$ cat src/rtl/puzzle_move_engine.sv
// 3x3 sliding-puzzle board engine: loads a preset board while the game is
// in board selection, applies single direction-button moves during play,
// and reports a one-cycle move pulse plus a level "solved" flag.
module puzzle_move_engine (
  input  logic        clk_d,
  input  logic        rst,
  input  logic [1:0]  game_status,
  input  logic [1:0]  board_sel,
  input  logic        btn_up,
  input  logic        btn_down,
  input  logic        btn_left,
  input  logic        btn_right,
  output logic        active,
  output logic        win_flag,
  output logic [35:0] board_flat,
  output logic [3:0]  blank_pos
);

  // Game states as driven by the game-status FSM.
  localparam logic [1:0] ST_CHOSE_BOARD  = 2'b00;
  localparam logic [1:0] ST_GAMING       = 2'b01;
  localparam logic [1:0] ST_GAME_INITIAL = 2'b10;
  localparam logic [1:0] ST_WINNED       = 2'b11;

  // Boards packed with cell k in bits [4k+3:4k] (cell 8 is the top nibble).
  localparam logic [35:0] SOLVED_FLAT = 36'h087654321;
  localparam logic [35:0] P0_FLAT     = 36'h807654321;
  localparam logic [35:0] P1_FLAT     = 36'h857604321;
  localparam logic [35:0] P2_FLAT     = 36'h857640321;
  localparam logic [35:0] P3_FLAT     = 36'h687524310;
  localparam logic [3:0]  P0_BLANK    = 4'd7;

  logic [1:0]  status_q, status_d;
  logic [3:0]  hist_q, hist_d;
  logic [3:0]  board_q [9];
  logic [3:0]  board_d [9];
  logic [3:0]  blank_q, blank_d;
  logic        active_q, active_d;
  logic        win_q, win_d;

  logic [3:0]  btn_vec;
  logic [3:0]  press;
  logic [35:0] rom_flat;
  logic [3:0]  rom_blank;
  logic [3:0]  rom_cell [9];
  logic [35:0] next_flat;
  logic [1:0]  blank_col;
  logic [3:0]  target;
  logic        legal;

  // Button vector order: bit0 up, bit1 down, bit2 left, bit3 right.
  assign btn_vec = {btn_right, btn_left, btn_down, btn_up};
  assign press   = btn_vec & ~hist_q;
  assign hist_d  = btn_vec;
  assign status_d = game_status;

  // Preset board ROM lookup.
  always_comb begin
    rom_flat  = P0_FLAT;
    rom_blank = P0_BLANK;
    case (board_sel)
      2'd0: begin rom_flat = P0_FLAT; rom_blank = 4'd7; end
      2'd1: begin rom_flat = P1_FLAT; rom_blank = 4'd4; end
      2'd2: begin rom_flat = P2_FLAT; rom_blank = 4'd3; end
      default: begin rom_flat = P3_FLAT; rom_blank = 4'd0; end
    endcase
  end

  // Cell unpacking/packing between flat vectors and per-cell arrays.
  genvar gi;
  generate
    for (gi = 0; gi < 9; gi++) begin : g_cells
      assign rom_cell[gi]            = rom_flat[4*gi +: 4];
      assign board_flat[4*gi +: 4]   = board_q[gi];
      assign next_flat[4*gi +: 4]    = board_d[gi];
    end
  endgenerate

  // Column of the blank cell, used by the left/right legality checks.
  always_comb begin
    case (blank_q)
      4'd0, 4'd3, 4'd6: blank_col = 2'd0;
      4'd1, 4'd4, 4'd7: blank_col = 2'd1;
      4'd2, 4'd5, 4'd8: blank_col = 2'd2;
      default:          blank_col = 2'd0;
    endcase
  end

  // Target cell and legality; zero or multiple presses fall to no-move.
  always_comb begin
    target = blank_q;
    legal  = 1'b0;
    case (press)
      4'b0001: begin legal = (blank_q >= 4'd3);    target = blank_q - 4'd3; end
      4'b0010: begin legal = (blank_q <= 4'd5);    target = blank_q + 4'd3; end
      4'b0100: begin legal = (blank_col != 2'd0);  target = blank_q - 4'd1; end
      4'b1000: begin legal = (blank_col != 2'd2);  target = blank_q + 4'd1; end
      default: begin legal = 1'b0;                 target = blank_q;        end
    endcase
  end

  // Next board, blank and move pulse; state decisions use the registered status.
  always_comb begin
    board_d  = board_q;
    blank_d  = blank_q;
    active_d = 1'b0;
    case (status_q)
      ST_CHOSE_BOARD: begin
        board_d = rom_cell;
        blank_d = rom_blank;
      end
      ST_GAMING, ST_GAME_INITIAL: begin
        if (legal) begin
          board_d[blank_q] = board_q[target];
          board_d[target]  = board_q[blank_q];
          blank_d          = target;
          active_d         = 1'b1;
        end
      end
      default: ; // WINNED: board frozen, presses discarded
    endcase
  end

  // Win flag follows the board being written at the same edge.
  always_comb begin
    case (status_q)
      ST_CHOSE_BOARD: win_d = 1'b0;
      ST_WINNED:      win_d = 1'b1;
      default:        win_d = (next_flat == SOLVED_FLAT);
    endcase
  end

  // State registers; reset restores P0 and arms the button history high.
  always_ff @(posedge clk_d) begin
    if (!rst) begin
      status_q <= ST_CHOSE_BOARD;
      hist_q   <= 4'b1111;
      for (int i = 0; i < 9; i++) board_q[i] <= P0_FLAT[4*i +: 4];
      blank_q  <= P0_BLANK;
      active_q <= 1'b0;
      win_q    <= 1'b0;
    end else begin
      status_q <= status_d;
      hist_q   <= hist_d;
      board_q  <= board_d;
      blank_q  <= blank_d;
      active_q <= active_d;
      win_q    <= win_d;
    end
  end

  assign active    = active_q;
  assign win_flag  = win_q;
  assign blank_pos = blank_q;

endmodule

$ cat config.mk
export PLATFORM = sky130hd
export DESIGN_NAME = puzzle_move_engine
export DESIGN_NICKNAME = d
export VERILOG_FILES = /design/src/rtl/puzzle_move_engine.sv
export SDC_FILE = /design/constraint.sdc
export NUM_CORES = 1
export LEC_CHECK = 0
export ABC_AREA = 1
export CELL_PAD_IN_SITES_DETAIL_PLACEMENT = 0
export CELL_PAD_IN_SITES_GLOBAL_PLACEMENT = 1
export CORE_MARGIN = 2
export CORE_UTILIZATION = 43
export CTS_CLUSTER_SIZE = 12
export DETAILED_ROUTE_END_ITERATION = 8
export GPL_TIMING_DRIVEN = 0
export PLACE_DENSITY = 0.86
export SYNTH_ARGS = -nofsm -noshare
export SYNTH_HDL_FRONTEND = slang
export SYNTH_SLANG_ARGS = --single-unit
export TNS_END_PERCENT = 1
$ cat constraint.sdc
create_clock -name clk_d -period 4.7 [get_ports clk_d]
set_clock_uncertainty 0.05 [all_clocks]
set_input_delay 0.94 -clock clk_d [delete_from_list [all_inputs] [get_ports clk_d]]
set_output_delay 0.94 -clock clk_d [all_outputs]
set_load 0.01 [all_outputs]
==> results by group, run 1 <==
Detailed routing
  • Routed WL: 20850 µm
  • Residual DRC count: 0
  • DR iter-0 viols: 719
  • Via/cell ratio: 5.609
  • Number of iterations in the first detailed-routing pass: 8
  • Total via count after detailed routing: 6125
  • Mean routed wirelength per cell: 19.09 µm
  • Antenna violation net count after detailed routing: 0

Outcome
  • Outcome: finished, final reports clean

Pwr
  • Overall power: 2.017 mW
  • Peak supply drop: 0.2433 mV
  • Power per unit of standard cell area: 343.3 nW/µm²
  • Leakage: 2.868 nW

Timing
  • Setup tns final: 0 ps
  • Post-route fraction of the period consumed by the critical path: 0.9337
  • Worst-case headroom to the max-slew limit: 0.4177
  • Top achievable clock speed: 227.9 MHz
  • Actual transition at the worst max-transition pin: 873.4 ps
  • Worst hold slack: 468.3 ps
  • Post-route minimum period: 4388 ps
  • Final worst slack: 311.8 ps
  • Finish-stage setup viols: 0
  • Unrepaired setup endpoints after global routing: false
  • Number of hold-slack violations in the final timing report: 0
  • Max-slew violation count: 0

Cells and area
  • Synth-to-Final Area Change: 17.14%
  • Number of nets at the end of the flow: 977
  • Number of standard cells in the layout, taps in and fillers out: 1092
  • Post-route design area: 5876 µm²
  • Layout Utilization: 0.5146
  • Number of filler instances in the final layout: 1257
  • Diode count: 0
  • Fraction of layout instances using a drive strength above 1: 0.08325

Synth
  • Share of synthesized registers carrying an async set or reset: 0
  • Portion of the post-synthesis area used by sequential elements: 0.1996
  • Flip-flop cell with the highest count after synthesis: dfxtp_1
  • Post-Synthesis Net Count: 919
  • Yosys warning count: 0
  • Flop and latch count out of synthesis: 50
  • Gate count of the mapped netlist: 890
  • Synth top area share: 0.2237
  • Most area-hungry cell type in the Yosys netlist: nand2_1
  • Number of library cell types mapped by synthesis: 41
  • Post-Syn Area per Cell: 5.636 µm²
  • Main area contributors after synthesis: nand2_1, dfxtp_1, a21oi_1
  • Number of enable-type register cells in the synthesized netlist: 0
  • Cell area after synthesis: 5016 µm²

Critical path
  • Class of the most critical setup path: in2reg
  • Slowest cell on the critical path: clkdlybuf4s50_1
  • Crit Path Max Fanout: 10
  • Data arrival time at the worst-slack endpoint: 4570 ps
  • Longest individual stage delay on the worst path: 520 ps
  • Number of cells on the worst reg-to-reg path: 16
  • Worst-case register-to-register setup slack: 430 ps
  • Worst R2R Start: blank_pos[0]
  • CP startpoint kind: input pin
  • CP Data Required Time: 4880 ps
  • Cell mode on critical path: nand2_1
  • Terminus of the critical flop-to-flop path: win_flag
  • Critical path capture point type: flip-flop

Placement
  • Pre-CTS setup slack: -2.330 ps
  • Sum of net half-perimeters after detailed placement: 16180 µm
  • Weighted congestion at the end of routability-driven global placement: 1.027
  • Total of buffers placed on input and output ports: 51
  • Cell area after placement: 5705 µm²
  • Instance count after placement with tap cells included: 1084

Clock tree
  • Maximum root-to-sink buffer count: 2
  • Clock-pin transition on the worst setup and hold timing paths: 70 ps
  • Buffer type at the clock tree root: clkbuf_16
  • Number of hold buffers added after cts: 0
  • TritonCTS sink count: 50
  • Worst-skew pair later-pin latency: 310 ps
  • Cells resized by post-CTS repair: 0
  • Clock tree from TritonCTS: yes
  • Number of buffers inserted by post-CTS setup repair: 0
  • Number of clock buffers inserted by TritonCTS: 5
  • CTS HTree Levels: 2

Global route
  • First-pass GRT wire length: 31940 µm
  • Largest net degree at the start of global routing: 16
  • Met2 routing resource usage after global routing: 0.5034
  • Top Usage Layer GRT: met2
  • Number of global-route vias before repair: 5670
  • Global routing usage summed across all routing layers: 0.3315
  • Global-route met3 utilization: 0.06369
  • Number of antenna violations at the first check in global routing: 0
  • Met1 GRT Util: 0.4622
  • Total congestion overflow: 0

Run
  • Maximum capacitance violations: 0

Worst hold path
  • Hold Startpoint: board_flat[2]
  • Number of stages on the worst hold path: 2
  • Worst hold-check path type: reg2reg
  • Endpoint, Worst Hold: board_flat[2]

Floorplanning
  • Die width: 112.0 µm
  • Area of the die: 12550 µm²
  • Io pins: 52
  • Row Count: 39
  • Starting Density: 0.4393
  • Core Footprint: 11420 µm²
  • Die height: 112.0 µm
[cell usage in the layout, fill, tap and decap left out, types with 5 or more instances in the layout]
cell type        instances
clkbuf_16                5
or2_2                   13
inv_2                    9
nand3_4                  5
a21boi_1                11
buf_2                    6
o21ai_0                 44
nor2_1                  83
nor2_4                  10
nand2_2                 10
clkbuf_1                22
dfxtp_1                 50
inv_1                  110
nand2_1                299
clkdlybuf4s50_1         51
o21ai_1                  5
a21oi_1                122
ha_1                    18
nand3_1                 34
[final cells by class]
| cell class | count | area, µm² | area share |
|---|---|---|---|
| inverter | 122 | 460.4 | 0.07836 |
| clock inverter | 2 | 37.54 | 0.006388 |
| buffer | 31 | 142.6 | 0.02428 |
| timing repair buffer | 51 | 510.5 | 0.08688 |
| multi-input combinational | 687 | 3416 | 0.5813 |
| clock buffer | 6 | 128.9 | 0.02193 |
| sequential | 50 | 1001 | 0.1704 |
| tap | 143 | 178.9 | 0.03045 |
[synth_stat cells, types with 9 or more instances]
| cell type | number |
|---|---|
| nand2_1 | 299 |
| a21oi_1 | 123 |
| inv_1 | 110 |
| nor2_1 | 83 |
| dfxtp_1 | 50 |
| o21ai_0 | 44 |
| nand3_1 | 34 |
| clkbuf_1 | 21 |
| ha_1 | 18 |
| or2_2 | 13 |
| a21boi_1 | 11 |
| nand2_2 | 10 |
| nor2_4 | 10 |
| inv_2 | 9 |
[registers in the layout (all words and copies together) (netlist names)]
register / flops
board_flat: 36
blank_pos: 4
hist_q: 4
blank_col: 2
status_q: 2
active: 1
win_flag: 1
[worst max-delay path by stage]
stage	slack (ps)	cells past startpoint	to	startpoint
3_5_place_dp	-2	25	win_flag	btn_right
2_1_floorplan	1390	24	win_flag	btn_right
5_1_grt	50	25	win_flag	btn_left
3_3_place_gp	40	25	win_flag	btn_right
6_report	310	26	win_flag	btn_right
4_1_cts	310	25	win_flag	btn_right
[power by group]
part	switching [mW]	internal [mW]	total, mW
Clock	0.177	0.252	0.429
Combinational	0.757	0.335	1.09
Sequential	0.0364	0.460	0.497
Total	0.970	1.05	2.02
[worst max-delay path: cells and delay by family]
kind                     cells  cell delay, ps
AO/OA/AOI/OAI                3             380
adder cells (fa/ha/maj)      1             450
buffers and inverters        4             830
AND/OR/NAND/NOR             18            1950
[kinds of logic after synthesis]
logic type,synth area share
simple gates,0.4163
compound gates,0.2115
buf+inv,0.1202
flops,0.1996
fa+ha+maj,0.04889
xor+xnor,0.003493
[layer usage]
layer  wire, µm  share of wire
met4        856          0.041
met1       8774           0.42
met2       9025           0.43
met3       2191           0.11
met5          0              0
Note: power is estimated with default switching activity, not from simulation.
==> inputs of run 2 (changes only) <==
--- a/config.mk
+++ b/config.mk
@@ -8,12 +8,14 @@
 export ABC_AREA = 1
 export CELL_PAD_IN_SITES_DETAIL_PLACEMENT = 0
 export CELL_PAD_IN_SITES_GLOBAL_PLACEMENT = 1
+export CORE_ASPECT_RATIO = 0.6
 export CORE_MARGIN = 2
 export CORE_UTILIZATION = 43
 export CTS_CLUSTER_SIZE = 12
 export DETAILED_ROUTE_END_ITERATION = 8
 export GPL_TIMING_DRIVEN = 0
 export PLACE_DENSITY = 0.86
+export REMOVE_ABC_BUFFERS = 1
 export SYNTH_ARGS = -nofsm -noshare
 export SYNTH_HDL_FRONTEND = slang
 export SYNTH_SLANG_ARGS = --single-unit
==> run 2 against run 1 <==
  * Total power shrank 0.61%
  * Clock power rose by 3%
  * Global-route usage is 1.8 points lower
==> results by group, run 2 (synthesized netlist as in run 1, its figures left out) <==
Detailed routing
  • Number of iterations in the first detailed-routing pass: 5 (-3)
  • DR iter-0 viols: 740 (+2.9%)
  • Mean routed wirelength per cell: 17.68 µm (-7.4%)
  • Routed WL: 19170 µm (-8.1%)
  • Via/cell ratio: 5.376 (-4.1%)
  • Residual DRC count: 0 (unchanged)
  • Antenna violation net count after detailed routing: 0 (unchanged)
  • Total via count after detailed routing: 5828 (-4.8%)

Cells and area
  • Most frequent standard cell in the layout excluding fill and tap cells: nand2_1
  • Post-route design area: 5822 µm² (-0.92%)
  • Max reg flops: 36 (unchanged)
  • Number of standard cells in the layout, taps in and fillers out: 1084 (-0.73%)
  • Layout Utilization: 0.5136 (-0.0009980)
  • Highest-count cells in the layout ignoring fill and taps: nand2_1, a21oi_1, inv_1
  • Number of filler instances in the final layout: 1234 (-1.8%)
  • Synth-to-Final Area Change: 16.06%
  • Number of nets at the end of the flow: 952 (-2.6%)
  • Fraction of layout instances using a drive strength above 1: 0.08658 (+0.003335)
  • Diode count: 0 (unchanged)

Placement
  • Pre-CTS setup slack: -898.6 ps (-896.3 ps)
  • Cell area after placement: 5587 µm² (-2.1%)
  • Weighted congestion at the end of routability-driven global placement: 0.9819 (-4.4%)
  • Instance count after placement with tap cells included: 1070 (-1.3%)
  • Sum of net half-perimeters after detailed placement: 13720 µm (-15%)
  • Total of buffers placed on input and output ports: 51 (unchanged)

Pwr
  • Clock power frac: 0.221 (+0.008)
  • Int Pwr: 1.037 mW (-0.93%)
  • Peak supply drop: 0.2224 mV (-8.6%)
  • Portion of total power attributed to sequential cells: 0.256 (+0.010)
  • Overall power: 2.005 mW (-0.61%)
  • Fraction of power spent switching nets: 0.4826 (+0.001691)
  • P_sw: 0.9677 mW (-0.26%)
  • Relative contribution of combinational cells to total power: 0.523 (-0.018)
  • Power per unit of standard cell area: 344.4 nW/µm² (+0.31%)
  • Leakage: 2.820 nW (-1.7%)

Timing
  • Top achievable clock speed: 225.9 MHz (-0.89%)
  • Actual transition at the worst max-transition pin: 1160 ps (+286.2 ps)
  • Setup tns final: 0 ps (unchanged)
  • Finish-stage setup viols: 0 (unchanged)
  • Post-route fraction of the period consumed by the critical path: 0.9420 (+0.008360)
  • Unrepaired setup endpoints after global routing: false
  • Number of hold-slack violations in the final timing report: 0 (unchanged)
  • Worst-case headroom to the max-slew limit: 0.2221 (-0.1956)
  • Max-slew violation count: 0 (unchanged)
  • Final worst slack: 272.5 ps (-39.29 ps)
  • Post-route minimum period: 4428 ps (+39.29 ps)
  • Worst hold slack: 452.6 ps (-15.62 ps)

Run
  • Maximum capacitance violations: 0 (unchanged)

Global route
  • Global routing usage summed across all routing layers: 0.3135 (-0.01798)
  • First-pass GRT wire length: 29790 µm (-6.7%)
  • Total congestion overflow: 0 (unchanged)
  • Largest net degree at the start of global routing: 55 (+39)
  • Number of antenna violations at the first check in global routing: 0 (unchanged)
  • Number of global-route vias before repair: 5265 (-7.1%)

Critical path
  • Slowest cell on the critical path: clkdlybuf4s50_1
  • Cell mode on critical path: nand2_1
  • Critical path buffers and inverters: 2 (-2)
  • Cell family with most CP delay: simple AND/OR/NAND/NOR gates
  • CP Data Required Time: 4860 ps (-20 ps)
  • Crit Path Max Fanout: 13 (+3)
  • Class of the most critical setup path: in2reg
  • Critical path capture point type: flip-flop
  • Data arrival time at the worst-slack endpoint: 4590 ps (+20 ps)
  • Longest individual stage delay on the worst path: 500 ps (-20 ps)
  • CP startpoint kind: input pin
  • Worst-path cell chain: clkdlybuf4s50_1 -> nand2_2 -> nand2_2 -> nor2_4 -> fa_1 -> inv_1 -> nand2_1 -> o211ai_2 -> nor2_2 -> nand2_1 -> nand2_1 -> nand3_4 -> nand2_1 -> nand2_1 -> nand2_1 -> nand2_1 -> a21oi_2 -> nand2_1 -> nor2_2 -> nand2_1 -> nor2_1 -> nand2_1 -> a21oi_1

Clock tree
  • Clock-pin transition on the worst setup and hold timing paths: 80 ps (about the same)
  • Clock tree from TritonCTS: yes
  • Maximum root-to-sink buffer count: 2 (unchanged)
  • Worst-skew pair later-pin latency: 310 ps (about the same)
  • Number of clock buffers inserted by TritonCTS: 5 (unchanged)
  • TritonCTS sink count: 50 (unchanged)
  • Buffer type at the clock tree root: clkbuf_16
  • CTS HTree Levels: 2 (unchanged)
  • Number of hold buffers added after cts: 0 (unchanged)

Worst hold path
  • Worst hold-check path type: reg2reg

Floorplanning
  • Io pins: 52 (unchanged)
  • Die height: 87.66 µm (-22%)
  • Starting Density: 0.4425 (+0.003200)
  • Row Count: 30 (-23%)
  • Die width: 143.4 µm (+28%)
  • Area of the die: 12570 µm² (+0.23%)
  • Core Footprint: 11340 µm² (-0.72%)

Outcome
  • Outcome: finished, final reports clean
## run 2: cell count changes in the layout (fill, tap and decap cells not counted), moves of 2 or more
cell        delta
clkbuf_1      -21
buf_2          -6
buf_4          +2
clkinvlp_4     +2
dfxtp_1        -2
dfxtp_2        +2
nor2_1         -2
## run 2: power by group through the flow
stage	Sequential, mW	Clock [mW]	Combinational, mW
floorplan	0.516	0	0.659
global placement	0.518	0	0.983
detailed placement	0.519	0	0.989
CTS	0.510	0.451	1.00
global route	0.518	0.464	1.14
finish	0.514	0.443	1.05
## run 2: final cells by class
type                            count  area, µm²  share of cell area
Inverter                          122      473.0             0.08124
Clock buffer                        6      128.9             0.02214
Timing Repair Buffer               56      548.0             0.09413
Tap cell                          160      200.2             0.03439
Multi-Input combinational cell    688       3431              0.5893
Sequential cell                    50       1003              0.1724
Clock inverter                      2      37.54            0.006447
## run 2: worst paths after layout
path,start,cells past startpoint,slack [ps],endpoint
worst max-delay path,btn_down,23,270,win_flag
worst min-delay path,board_flat[2],2,450,board_flat[2]
worst max register to register,blank_pos[1],20,430,win_flag
worst min register to register,board_flat[2],2,450,board_flat[2]
## run 2: repair_timing
item / 4_1_cts / 5_1_grt
buffers inserted: 2 / 3
gates resized for setup: 4 / 5
pin swaps: 1 / 0
cloned: 1 / 0
setup endpoints to repair: 43 / 3
## run 2: worst register-to-register path, stage by stage (launching register included)
cell        delay (ps)
dfxtp_2            640
clkinvlp_4         460
fa_1               620
inv_1               40
nand2_1             90
o211ai_2           330
nor2_2             270
nand2_1             70
nand2_1            120
nand3_4            190
nand2_1            110
nand2_1             60
nand2_1             60
nand2_1             60
a21oi_2            270
nand2_1            110
nor2_2             280
nand2_1             90
nor2_1              90
nand2_1             50
a21oi_1            120
## run 2: metal layers
metal	routed length (µm)	up-vias	global-route usage
met3	2464	26	0.07873
met2	7183	309	0.4247
met4	332	0	0.09180
met1	9185	2605	0.4793
met5	0	-	0
li1	-	2888	-
==> inputs of run 3 (changes only) <==
--- a/config.mk
+++ b/config.mk
@@ -15,7 +15,6 @@
 export DETAILED_ROUTE_END_ITERATION = 8
 export GPL_TIMING_DRIVEN = 0
 export PLACE_DENSITY = 0.86
-export REMOVE_ABC_BUFFERS = 1
 export SYNTH_ARGS = -nofsm -noshare
 export SYNTH_HDL_FRONTEND = slang
 export SYNTH_SLANG_ARGS = --single-unit
==> run 3 against run 2 <==
  * The run now ends with DRC left
  * Global-route usage grew 4.5 points
  * First-iteration DRC count grew 23%
  * Register-to-register slack gained 30 ps
  * Combinational power grew 8%
  * Core utilization grew 0.70 points
  * Worst setup slack lost 40 ps
  * Non-clock buffer count grew 26
  * Sequential power shrank 4%
  * Largest cell class unchanged
==> results by group, run 3 (synthesized netlist as in run 1, its figures left out) <==
Outcome
  • Outcome: finished, violations left
  • Violations in the final reports: DRC

Timing
  • Post-route fraction of the period consumed by the critical path: 0.9506 (+0.008564)
  • Unrepaired setup endpoints after global routing: false
  • Setup tns final: 0 ps (unchanged)
  • Worst hold slack: 473.5 ps (+20.84 ps)
  • Max-slew violation count: 0 (unchanged)
  • Top achievable clock speed: 223.8 MHz (-0.90%)
  • Post-route minimum period: 4468 ps (+40.25 ps)
  • Finish-stage setup viols: 0 (unchanged)
  • Worst-case headroom to the max-slew limit: 0.4517 (+0.2296)
  • Actual transition at the worst max-transition pin: 822.5 ps (-337.2 ps)
  • Number of hold-slack violations in the final timing report: 0 (unchanged)

Placement
  • Weighted congestion at the end of routability-driven global placement: 1.028 (+4.7%)
  • Total of buffers placed on input and output ports: 51 (unchanged)
  • Cell area after placement: 5727 µm² (+2.5%)
  • Sum of net half-perimeters after detailed placement: 17400 µm (+27%)

Cells and area
  • Layout Utilization: 0.5205 (+0.006954)
  • Post-route design area: 5901 µm² (+1.4%)
  • Diode count: 0 (unchanged)
  • Synth-to-Final Area Change: 17.64%
  • Most frequent standard cell in the layout excluding fill and tap cells: nand2_1
  • Max reg flops: 36 (unchanged)
  • Fraction of layout instances using a drive strength above 1: 0.08325 (-0.003335)
  • Highest-count cells in the layout ignoring fill and taps: nand2_1, a21oi_1, inv_1
  • Number of nets at the end of the flow: 977 (+2.6%)

Clock tree
  • Number of hold buffers added after cts: 0 (unchanged)
  • Number of clock buffers inserted by TritonCTS: 5 (unchanged)
  • TritonCTS sink count: 50 (unchanged)
  • Cells resized by post-CTS repair: 0 (-4)
  • Number of buffers inserted by post-CTS setup repair: 0 (-2)
  • Clock-pin transition on the worst setup and hold timing paths: 80 ps (about the same)
  • Worst-skew pair later-pin latency: 310 ps (about the same)
  • Maximum root-to-sink buffer count: 2 (unchanged)
  • Clock tree from TritonCTS: yes
  • CTS HTree Levels: 2 (unchanged)
  • Buffer type at the clock tree root: clkbuf_16

Critical path
  • CP startpoint kind: input pin
  • Data arrival time at the worst-slack endpoint: 4650 ps (+60 ps)
  • Worst-path cell chain: clkdlybuf4s50_1 -> nand2_2 -> nand2_2 -> nor2_4 -> fa_1 -> inv_1 -> nand2_1 -> o21ai_0 -> nor2_1 -> buf_4 -> nand3_1 -> nand2_1 -> nand3_4 -> nand2_1 -> nand2_1 -> nand2_1 -> nand2_1 -> a21oi_1 -> nand2_1 -> nor2_1 -> nand2_1 -> nor2_1 -> nand2_1 -> a21oi_1
  • Class of the most critical setup path: in2reg
  • Longest individual stage delay on the worst path: 520 ps (+20 ps)
  • Cell mode on critical path: nand2_1
  • Number of cells on the worst reg-to-reg path: 21 (+5.0%)
  • Cell count along the critical path: 24 (+4.3%)
  • CP Data Required Time: 4880 ps (+20 ps)
  • Crit Path Max Fanout: 10 (-3)
  • Cell family with most CP delay: simple AND/OR/NAND/NOR gates
  • Critical path buffers and inverters: 3 (+1)
  • Critical path capture point type: flip-flop
  • Slowest cell on the critical path: clkdlybuf4s50_1

Worst hold path
  • Worst hold-check path type: reg2reg
  • Number of stages on the worst hold path: 2 (unchanged)

Run
  • Maximum capacitance violations: 0 (unchanged)

Detailed routing
  • Total via count after detailed routing: 6293 (+8.0%)
  • Number of iterations in the first detailed-routing pass: 9 (+4)
  • Via/cell ratio: 5.674 (+5.5%)
  • Routed WL: 22340 µm (+17%)
  • Antenna violation net count after detailed routing: 0 (unchanged)
  • Residual DRC count: 11 (+11)
  • Mean routed wirelength per cell: 20.14 µm (+14%)
  • DR iter-0 viols: 910 (+23%)

Global route
  • Largest net degree at the start of global routing: 18 (-67%)
  • First-pass GRT wire length: 33090 µm (+11%)
  • Number of antenna violations at the first check in global routing: 0 (unchanged)
  • Number of global-route vias before repair: 5522 (+4.9%)
  • Total congestion overflow: 0 (unchanged)
  • Global routing usage summed across all routing layers: 0.3587 (+0.04519)

Floorplanning
  • Io pins: 52 (unchanged)
  • Die height: 87.66 µm (unchanged)
  • Die width: 143.4 µm (unchanged)
  • Area of the die: 12570 µm² (unchanged)
  • Starting Density: 0.4425 (unchanged)
  • Row Count: 30 (unchanged)
  • Core Footprint: 11340 µm² (unchanged)

Pwr
  • Leakage: 2.872 nW (+1.8%)
  • Overall power: 2.079 mW (+3.7%)
  • Power per unit of standard cell area: 352.4 nW/µm² (+2.3%)
  • Peak supply drop: 0.1761 mV (-21%)
[run 3: changes by cell type in the layout (fill, tap and decap cells not counted), sizes merged]
cell and delta:
clkbuf +20, buf +5, clkinvlp -2, inv +2, clkinv +1, nand4 -1
[run 3: layout make-up]
class | instances | area [µm²]
clock buffers | 5 | 125.1
repair buffers | 51 | 510.5
well taps | 160 | 200.2
plain buffers | 31 | 142.6
inverters | 122 | 460.4
fillers | 1204 | 5435
multi-input cells | 687 | 3412
clock inverters | 3 | 48.80
flip-flops and latches | 50 | 1001
[run 3: path summary, 6_finish.rpt]
check | from | slack [ps] | endpoint
setup / recovery | btn_down | 230 | win_flag
hold reg to reg | board_flat[2] | 470 | board_flat[2]
hold / removal | board_flat[2] | 470 | board_flat[2]
setup reg to reg | blank_pos[1] | 460 | win_flag
[run 3: worst register-to-register path: cells and delay by family, from the launching register on]
| kind | cells | cell delay, ps |
|---|---|---|
| simple gates | 14 | 1690 |
| flops | 1 | 510 |
| fa+ha+maj | 1 | 690 |
| compound gates | 3 | 420 |
| buf+inv | 3 | 810 |
[run 3: stage by stage]
step                      setup slack [ps]  instances
after detailed placement             46.06       1101
after floorplan                       1387        890
after global routing                 47.73       1109
final                                232.2       1109
after global placement               80.03       1101
after CTS                            336.3       1109
[run 3: where the power goes]
group          switching (mW)  internal (mW)  leakage, nW
clock network           0.198          0.256       0.0819
logic                   0.794          0.335         2.38
registers              0.0364          0.460        0.412
[run 3: metal layers]
layer,global-route usage,routed length [µm],up-vias
met5,0,0,-
met4,0.09982,611,0
met3,0.09349,3178,46
met2,0.4870,8299,421
met1,0.5473,10250,2910
li1,-,-,2916
